File: config.mk
export PLATFORM = sky130hd
export DESIGN_NAME = alu_exec_stage
export DESIGN_NICKNAME = d
export VERILOG_FILES = /design/src/rtl/alu_exec_stage.sv
export SDC_FILE = /design/constraint.sdc
export NUM_CORES = 1
export LEC_CHECK = 0
export ABC_AREA = 1
export BUFFER_PORTS_ARGS = -buffer_cell sky130_fd_sc_hd__buf_2
export CAP_MARGIN = 30
export CORE_AREA = 5 5 168 170
export CTS_CLUSTER_DIAMETER = 40
export DETAILED_ROUTE_END_ITERATION = 16
export DIE_AREA = 0 0 173 175
export PLACE_DENSITY = 0.74
export SLEW_MARGIN = 20
export SYNTH_ARGS = -nofsm -noshare
export SYNTH_HDL_FRONTEND = slang
export SYNTH_SLANG_ARGS = --single-unit
File: constraint.sdc
create_clock -name clk -period 4.83 [get_ports clk]
set_clock_uncertainty 0.1 [all_clocks]
set_input_delay 0.966 -clock clk [delete_from_list [all_inputs] [get_ports clk]]
set_output_delay 0.966 -clock clk [all_outputs]
set_load 0.005 [all_outputs]
File: src/rtl/alu_exec_stage.sv
// Execute stage: ARM condition check, single-cycle data-processing ALU and
// iterative shift-add multiply; owns the architectural NZCV flags.
module alu_exec_stage #(
   parameter int MUL_CYCLES = 32
) (
   input  logic        clk,
   input  logic        rst_n,
   input  logic        start,
   input  logic [3:0]  cond,
   input  logic [3:0]  alu_op,
   input  logic        set_flags,
   input  logic        is_mul,
   input  logic [31:0] src_a,
   input  logic [31:0] src_b,
   input  logic [3:0]  rd_in,
   output logic [31:0] result,
   output logic [3:0]  rd_out,
   output logic        reg_we,
   output logic [3:0]  flags,
   output logic        busy,
   output logic        done
);

   localparam int CNT_W = $clog2(MUL_CYCLES);
   localparam logic [CNT_W-1:0] LAST_ITER = CNT_W'(MUL_CYCLES - 1);

   localparam logic [0:0] ST_IDLE = 1'b0;
   localparam logic [0:0] ST_MUL  = 1'b1;

   localparam logic [3:0] OP_AND = 4'h0, OP_EOR = 4'h1, OP_SUB = 4'h2, OP_RSB = 4'h3;
   localparam logic [3:0] OP_ADD = 4'h4, OP_ADC = 4'h5, OP_SBC = 4'h6, OP_RSC = 4'h7;
   localparam logic [3:0] OP_TST = 4'h8, OP_TEQ = 4'h9, OP_CMP = 4'hA, OP_CMN = 4'hB;
   localparam logic [3:0] OP_ORR = 4'hC, OP_MOV = 4'hD, OP_BIC = 4'hE, OP_MVN = 4'hF;

   logic [0:0]       state;
   logic [CNT_W-1:0] mul_cnt;
   logic [31:0]      mcand;
   logic [31:0]      mplier;
   logic [31:0]      acc;
   logic [31:0]      acc_next;
   logic [3:0]       mul_rd;
   logic             mul_s;

   logic        cond_pass;
   logic        is_test;
   logic        is_arith;
   logic [31:0] add_x;
   logic [31:0] add_y;
   logic        add_cin;
   logic [32:0] sum;
   logic [31:0] alu_res;
   logic [3:0]  alu_flags;

   wire fn = flags[3];
   wire fz = flags[2];
   wire fc = flags[1];
   wire fv = flags[0];

   always_comb begin
      cond_pass = 1'b0;
      case (cond)
         4'h0: cond_pass = fz;
         4'h1: cond_pass = !fz;
         4'h2: cond_pass = fc;
         4'h3: cond_pass = !fc;
         4'h4: cond_pass = fn;
         4'h5: cond_pass = !fn;
         4'h6: cond_pass = fv;
         4'h7: cond_pass = !fv;
         4'h8: cond_pass = fc && !fz;
         4'h9: cond_pass = !fc || fz;
         4'hA: cond_pass = (fn == fv);
         4'hB: cond_pass = (fn != fv);
         4'hC: cond_pass = !fz && (fn == fv);
         4'hD: cond_pass = fz || (fn != fv);
         4'hE: cond_pass = 1'b1;
         default: cond_pass = 1'b0;
      endcase
   end

   // Every arithmetic op is folded onto one adder as x + y + cin; subtracts
   // invert the subtrahend so the adder carry-out is NOT borrow.
   always_comb begin
      add_x    = src_a;
      add_y    = src_b;
      add_cin  = 1'b0;
      is_arith = 1'b1;
      case (alu_op)
         OP_SUB, OP_CMP: begin add_y = ~src_b; add_cin = 1'b1; end
         OP_RSB:         begin add_x = src_b; add_y = ~src_a; add_cin = 1'b1; end
         OP_ADD, OP_CMN: add_cin = 1'b0;
         OP_ADC:         add_cin = fc;
         OP_SBC:         begin add_y = ~src_b; add_cin = fc; end
         OP_RSC:         begin add_x = src_b; add_y = ~src_a; add_cin = fc; end
         default:        is_arith = 1'b0;
      endcase
      sum = {1'b0, add_x} + {1'b0, add_y} + {32'd0, add_cin};
   end

   always_comb begin
      alu_res = sum[31:0];
      case (alu_op)
         OP_AND, OP_TST: alu_res = src_a & src_b;
         OP_EOR, OP_TEQ: alu_res = src_a ^ src_b;
         OP_ORR:         alu_res = src_a | src_b;
         OP_MOV:         alu_res = src_b;
         OP_BIC:         alu_res = src_a & ~src_b;
         OP_MVN:         alu_res = ~src_b;
         default:        alu_res = sum[31:0];
      endcase
      is_test      = (alu_op[3:2] == 2'b10);
      alu_flags[3] = alu_res[31];
      alu_flags[2] = (alu_res == 32'd0);
      alu_flags[1] = is_arith ? sum[32] : fc;
      alu_flags[0] = is_arith ? ((add_x[31] == add_y[31]) && (sum[31] != add_x[31])) : fv;
   end

   assign acc_next = acc + (mplier[0] ? mcand : 32'd0);

   // Issue decode in IDLE; in MUL one shift-add step per edge until the last
   // iteration writes back. start is ignored whenever the multiplier is busy.
   always_ff @(posedge clk or negedge rst_n) begin
      if (!rst_n) begin
         state   <= ST_IDLE;
         mul_cnt <= '0;
         mcand   <= 32'd0;
         mplier  <= 32'd0;
         acc     <= 32'd0;
         mul_rd  <= 4'd0;
         mul_s   <= 1'b0;
         result  <= 32'd0;
         rd_out  <= 4'd0;
         reg_we  <= 1'b0;
         flags   <= 4'b0000;
         busy    <= 1'b0;
         done    <= 1'b0;
      end else begin
         done   <= 1'b0;
         reg_we <= 1'b0;
         case (state)
            ST_IDLE: begin
               if (start) begin
                  if (!cond_pass) begin
                     done <= 1'b1;
                  end else if (is_mul) begin
                     mcand   <= src_a;
                     mplier  <= src_b;
                     acc     <= 32'd0;
                     mul_cnt <= '0;
                     mul_rd  <= rd_in;
                     mul_s   <= set_flags;
                     busy    <= 1'b1;
                     state   <= ST_MUL;
                  end else begin
                     if (!is_test) begin
                        result <= alu_res;
                        rd_out <= rd_in;
                        reg_we <= 1'b1;
                     end
                     if (set_flags || is_test)
                        flags <= alu_flags;
                     done <= 1'b1;
                  end
               end
            end
            default: begin
               acc     <= acc_next;
               mcand   <= mcand << 1;
               mplier  <= mplier >> 1;
               mul_cnt <= mul_cnt + 1'b1;
               if (mul_cnt == LAST_ITER) begin
                  result  <= acc_next;
                  rd_out  <= mul_rd;
                  reg_we  <= 1'b1;
                  done    <= 1'b1;
                  busy    <= 1'b0;
                  mul_cnt <= '0;
                  state   <= ST_IDLE;
                  if (mul_s)
                     flags[3:2] <= {acc_next[31], (acc_next == 32'd0)};
               end
            end
         endcase
      end
   end

endmodule

==> results.sh <==
export IMPL_post_drt_via_cell_ratio=5.81
export IMPL_clk_pin_slew_ns=0.07
export IMPL_first_iter_violations=1790
export IMPL_highest_layer="met4"
export IMPL_vdd_drop_max_uv=350
export IMPL_grt_pass1_wl_um=84400
export IMPL_cts_inserted_buffers=17
export IMPL_tightest_slew_ns=0.975
export IMPL_required_ns=5.10
export IMPL_ys_seq_elements=150
export IMPL_critPathMostFrequentCell="nand2_1"
export IMPL_holdBufCountCts=0
export IMPL_syn_nets=2531
export IMPL_postSynthAreaPerCell_um2=6.14
export IMPL_h_tree_depth=4
export IMPL_power_density_nw_per_um2=634
export IMPL_ctsResizeCount=0
export IMPL_die_h_um=175
export IMPL_overflow=0
export IMPL_grt_use_total_pct=34.8
export IMPL_routed_wl_um=53700
export IMPL_grt_max_degree=90
export IMPL_synth_area_um2=14400
export IMPL_initial_core_util_pct=54.3
export IMPL_ys_warn_count=0
export IMPL_yosys_area_top_type="dfrtp_1"
export IMPL_cp_start_kind="primary input"
export IMPL_cts_tree="done"
export IMPL_ios=124
export IMPL_stdcell_count=2800
export IMPL_dp_cells=2766
export IMPL_yosys_top_cells_area="dfrtp_1, nand2_1, ha_1"
export IMPL_worstSetupPathType="in2reg"
export IMPL_status="finished clean"
export IMPL_clockBufferDepth=2
export IMPL_seq_area_frac_synth_pct=26.0
export IMPL_root_buffer="clkbuf_16"
export IMPL_period_share_pct=86.6
export IMPL_coreArea_um2=26600
export IMPL_critPathArrivalTime_ns=4.45
export IMPL_worstPathMaxFanout=31
export IMPL_cpPeakStageDelay_ns=0.41
export IMPL_synth_distinct_cells=49
export IMPL_wl_per_cell_um=19.2
export IMPL_placed_area_um2=15300
export IMPL_rr_startpoint="flags[1]$_DFFE_PN0P_"
export IMPL_worst_path_max_delay_cell="ha_1"
export IMPL_syn_inst=2351
export IMPL_worstSkewPairLatency_ns=0.44
export IMPL_rows=60
export IMPL_num_vias=16300
export IMPL_firstDrtPassIters=6
export IMPL_drv_slew=0
export IMPL_whs_ns=0.379
export IMPL_die_area_um2=30300
export IMPL_synth_top_cell_area_share_pct=26.0
export IMPL_clock_sinks=150
export IMPL_gp_congestion=1.01
export IMPL_nNetsFinal=2624
export IMPL_end_kind="flip-flop"
export IMPL_area_growth_pct=10.2
export IMPL_dieWidth_um=173
export IMPL_power_w=0.0101
export IMPL_cap_violations=0
export IMPL_grt_pass1_vias=15600
export IMPL_drt_met1_wl_um=22300
export IMPL_nFillCells=2656
export IMPL_rsz0062_at_grt="no"
export IMPL_min_from="acc[10]$_DFFE_PN0P_"
export IMPL_p_leak_nw=8.38
export IMPL_drive_gt1_share_pct=9.08
export IMPL_slew_headroom_pct=34.8
export IMPL_cts_setup_buffers=0
export IMPL_port_buffers=123
export IMPL_hold_viol_final=0
export IMPL_rrSetupSlack_ns=1.15
export IMPL_setup_viol_count_final=0
export IMPL_crit_chain="buf_2 > nand2_1 > nor2_4 > nor2_1 > inv_1 > buf_12 > o221ai_1 > ha_1 > nand2_1 > inv_1 > a21oi_1 > nand3_1 > nand2_1 > nand4_1 > nand3_1 > nand2_1 > nor2_1 > nand3_1 > nor2_1 > nand2_1 > nand3_1 > nand2_1 > inv_1"
export IMPL_setup_tns_ns=0
export IMPL_post_dp_hpwl_um=42000
export IMPL_antenna_found_initial=1
export IMPL_r2r_end="flags[2]$_DFFE_PN0P_"
export IMPL_fin_area_um2=15900
export IMPL_fmax_mhz=239
export IMPL_holdPathStages=2
export IMPL_met3_length_um=4560
export IMPL_wl_met2_um=24700
export IMPL_whs_endpoint="acc[10]$_DFFE_PN0P_"
export IMPL_period_minus_slack_ns=4.18
export IMPL_drc=0
export IMPL_ant_nets=0
export IMPL_hp_class="reg2reg"
export IMPL_reg2regPathDepth=22
## logic make-up after synthesis
family | after synthesis | share of synthesized area [%]
fa+ha+maj | 99 | 8.74
flops | 150 | 26.0
buf+inv | 391 | 11.2
compound gates | 362 | 15.5
simple gates | 1330 | 37.4
mux | 1 | 0.0694
xor+xnor | 18 | 1.14
## where the power goes
part | internal, W | leakage (nW) | switching [W]
sequential | 0.00187 | 1.67 | 0.000432
combinational | 0.00213 | 6.43 | 0.00424
clock | 0.000742 | 0.291 | 0.000667
## cells in the mapped netlist (all sizes together)
master and n:
nor3 16, o2111ai 4, o211ai 16, nand2 818, a22o 2, xnor2 4
a31oi 37, xor2 14, o21bai 6, mux2i 1, dfrtp 150, nor2 304
inv 312, clkbuf 34, a211oi 9, buf 45, o21ai 103, nand4 29
a21o 2, a22oi 2, ha 96, o21a 2, o221ai 32, or2 12
a21oi 75, nand3 131, nor3b 1, o22ai 65, nand3b 18, fa 3
o31ai 7, nor4 1
## area by class of cell
class                   count  area, um^2  share of cell area (%)
inverters                 312        1170                    7.37
multi-input cells        1810        9070                    57.1
diodes                      2        5.00                  0.0315
flip-flops and latches    150        3750                    23.6
repair buffers            153         885                    5.56
clock buffers              18         439                    2.76
clock inverters            14         144                   0.905
well taps                 341         427                    2.68
## layout by cell type, fill, tap and decap left out, drive strengths merged, types with 12 or more instances in the layout
| cell | synthesis | routed |
|---|---|---|
| o21ai | 103 | 103 |
| ha | 96 | 96 |
| o221ai | 32 | 32 |
| nor3 | 16 | 16 |
| nand2 | 818 | 818 |
| buf | 45 | 153 |
| xor2 | 14 | 14 |
| a31oi | 37 | 37 |
| clkbuf | 34 | 18 |
| inv | 312 | 316 |
| nand3b | 18 | 18 |
| o211ai | 16 | 16 |
| nor2 | 304 | 304 |
| o22ai | 65 | 65 |
| a21oi | 75 | 75 |
| nand3 | 131 | 131 |
| dfrtp | 150 | 150 |
| nand4 | 29 | 29 |
| or2 | 12 | 12 |
## registers in the layout, summed over array words and instances, names as in the netlist, 4 cells and up
signal,count
mcand,32
acc,32
rd_out,4
result,32
flags,4
mul_cnt,5
mplier,32
mul_rd,4
## metal layers
layer  GRT usage, %  vias to the layer above
met5              0                        -
met4           12.9                        0
met3           5.58                      166
li1               -                     7829
met1           46.3                     7493
met2           57.4                      783
## worst max-delay path by stage
stage / from / slack (ns) / end / cells after the start
final: alu_op[1] / 0.65 / flags[2]$_DFFE_PN0P_ / 23
after global routing: alu_op[1] / 0.36 / flags[2]$_DFFE_PN0P_ / 23
after floorplan: alu_op[1] / 0.56 / flags[2]$_DFFE_PN0P_ / 27
after global placement: alu_op[1] / 0.31 / flags[2]$_DFFE_PN0P_ / 23
after detailed placement: alu_op[1] / 0.31 / flags[2]$_DFFE_PN0P_ / 23
after CTS: alu_op[1] / 0.74 / flags[2]$_DFFE_PN0P_ / 23
## critical path: cells and delay by family
kind / cells / cell delay (ns)
compound gates: 2 / 0.50
fa+ha+maj: 1 / 0.41
buf+inv: 5 / 0.58
simple gates: 15 / 1.97
## per-stage QoR
stage	worst slack, ns	util [%]
after detailed placement	0.314	57.6
after floorplan	0.564	-
after CTS	0.743	59.8
after global routing	0.362	59.8
after global placement	0.306	57.6
final	0.649	59.8
Note: power is estimated with default switching activity, not from simulation.
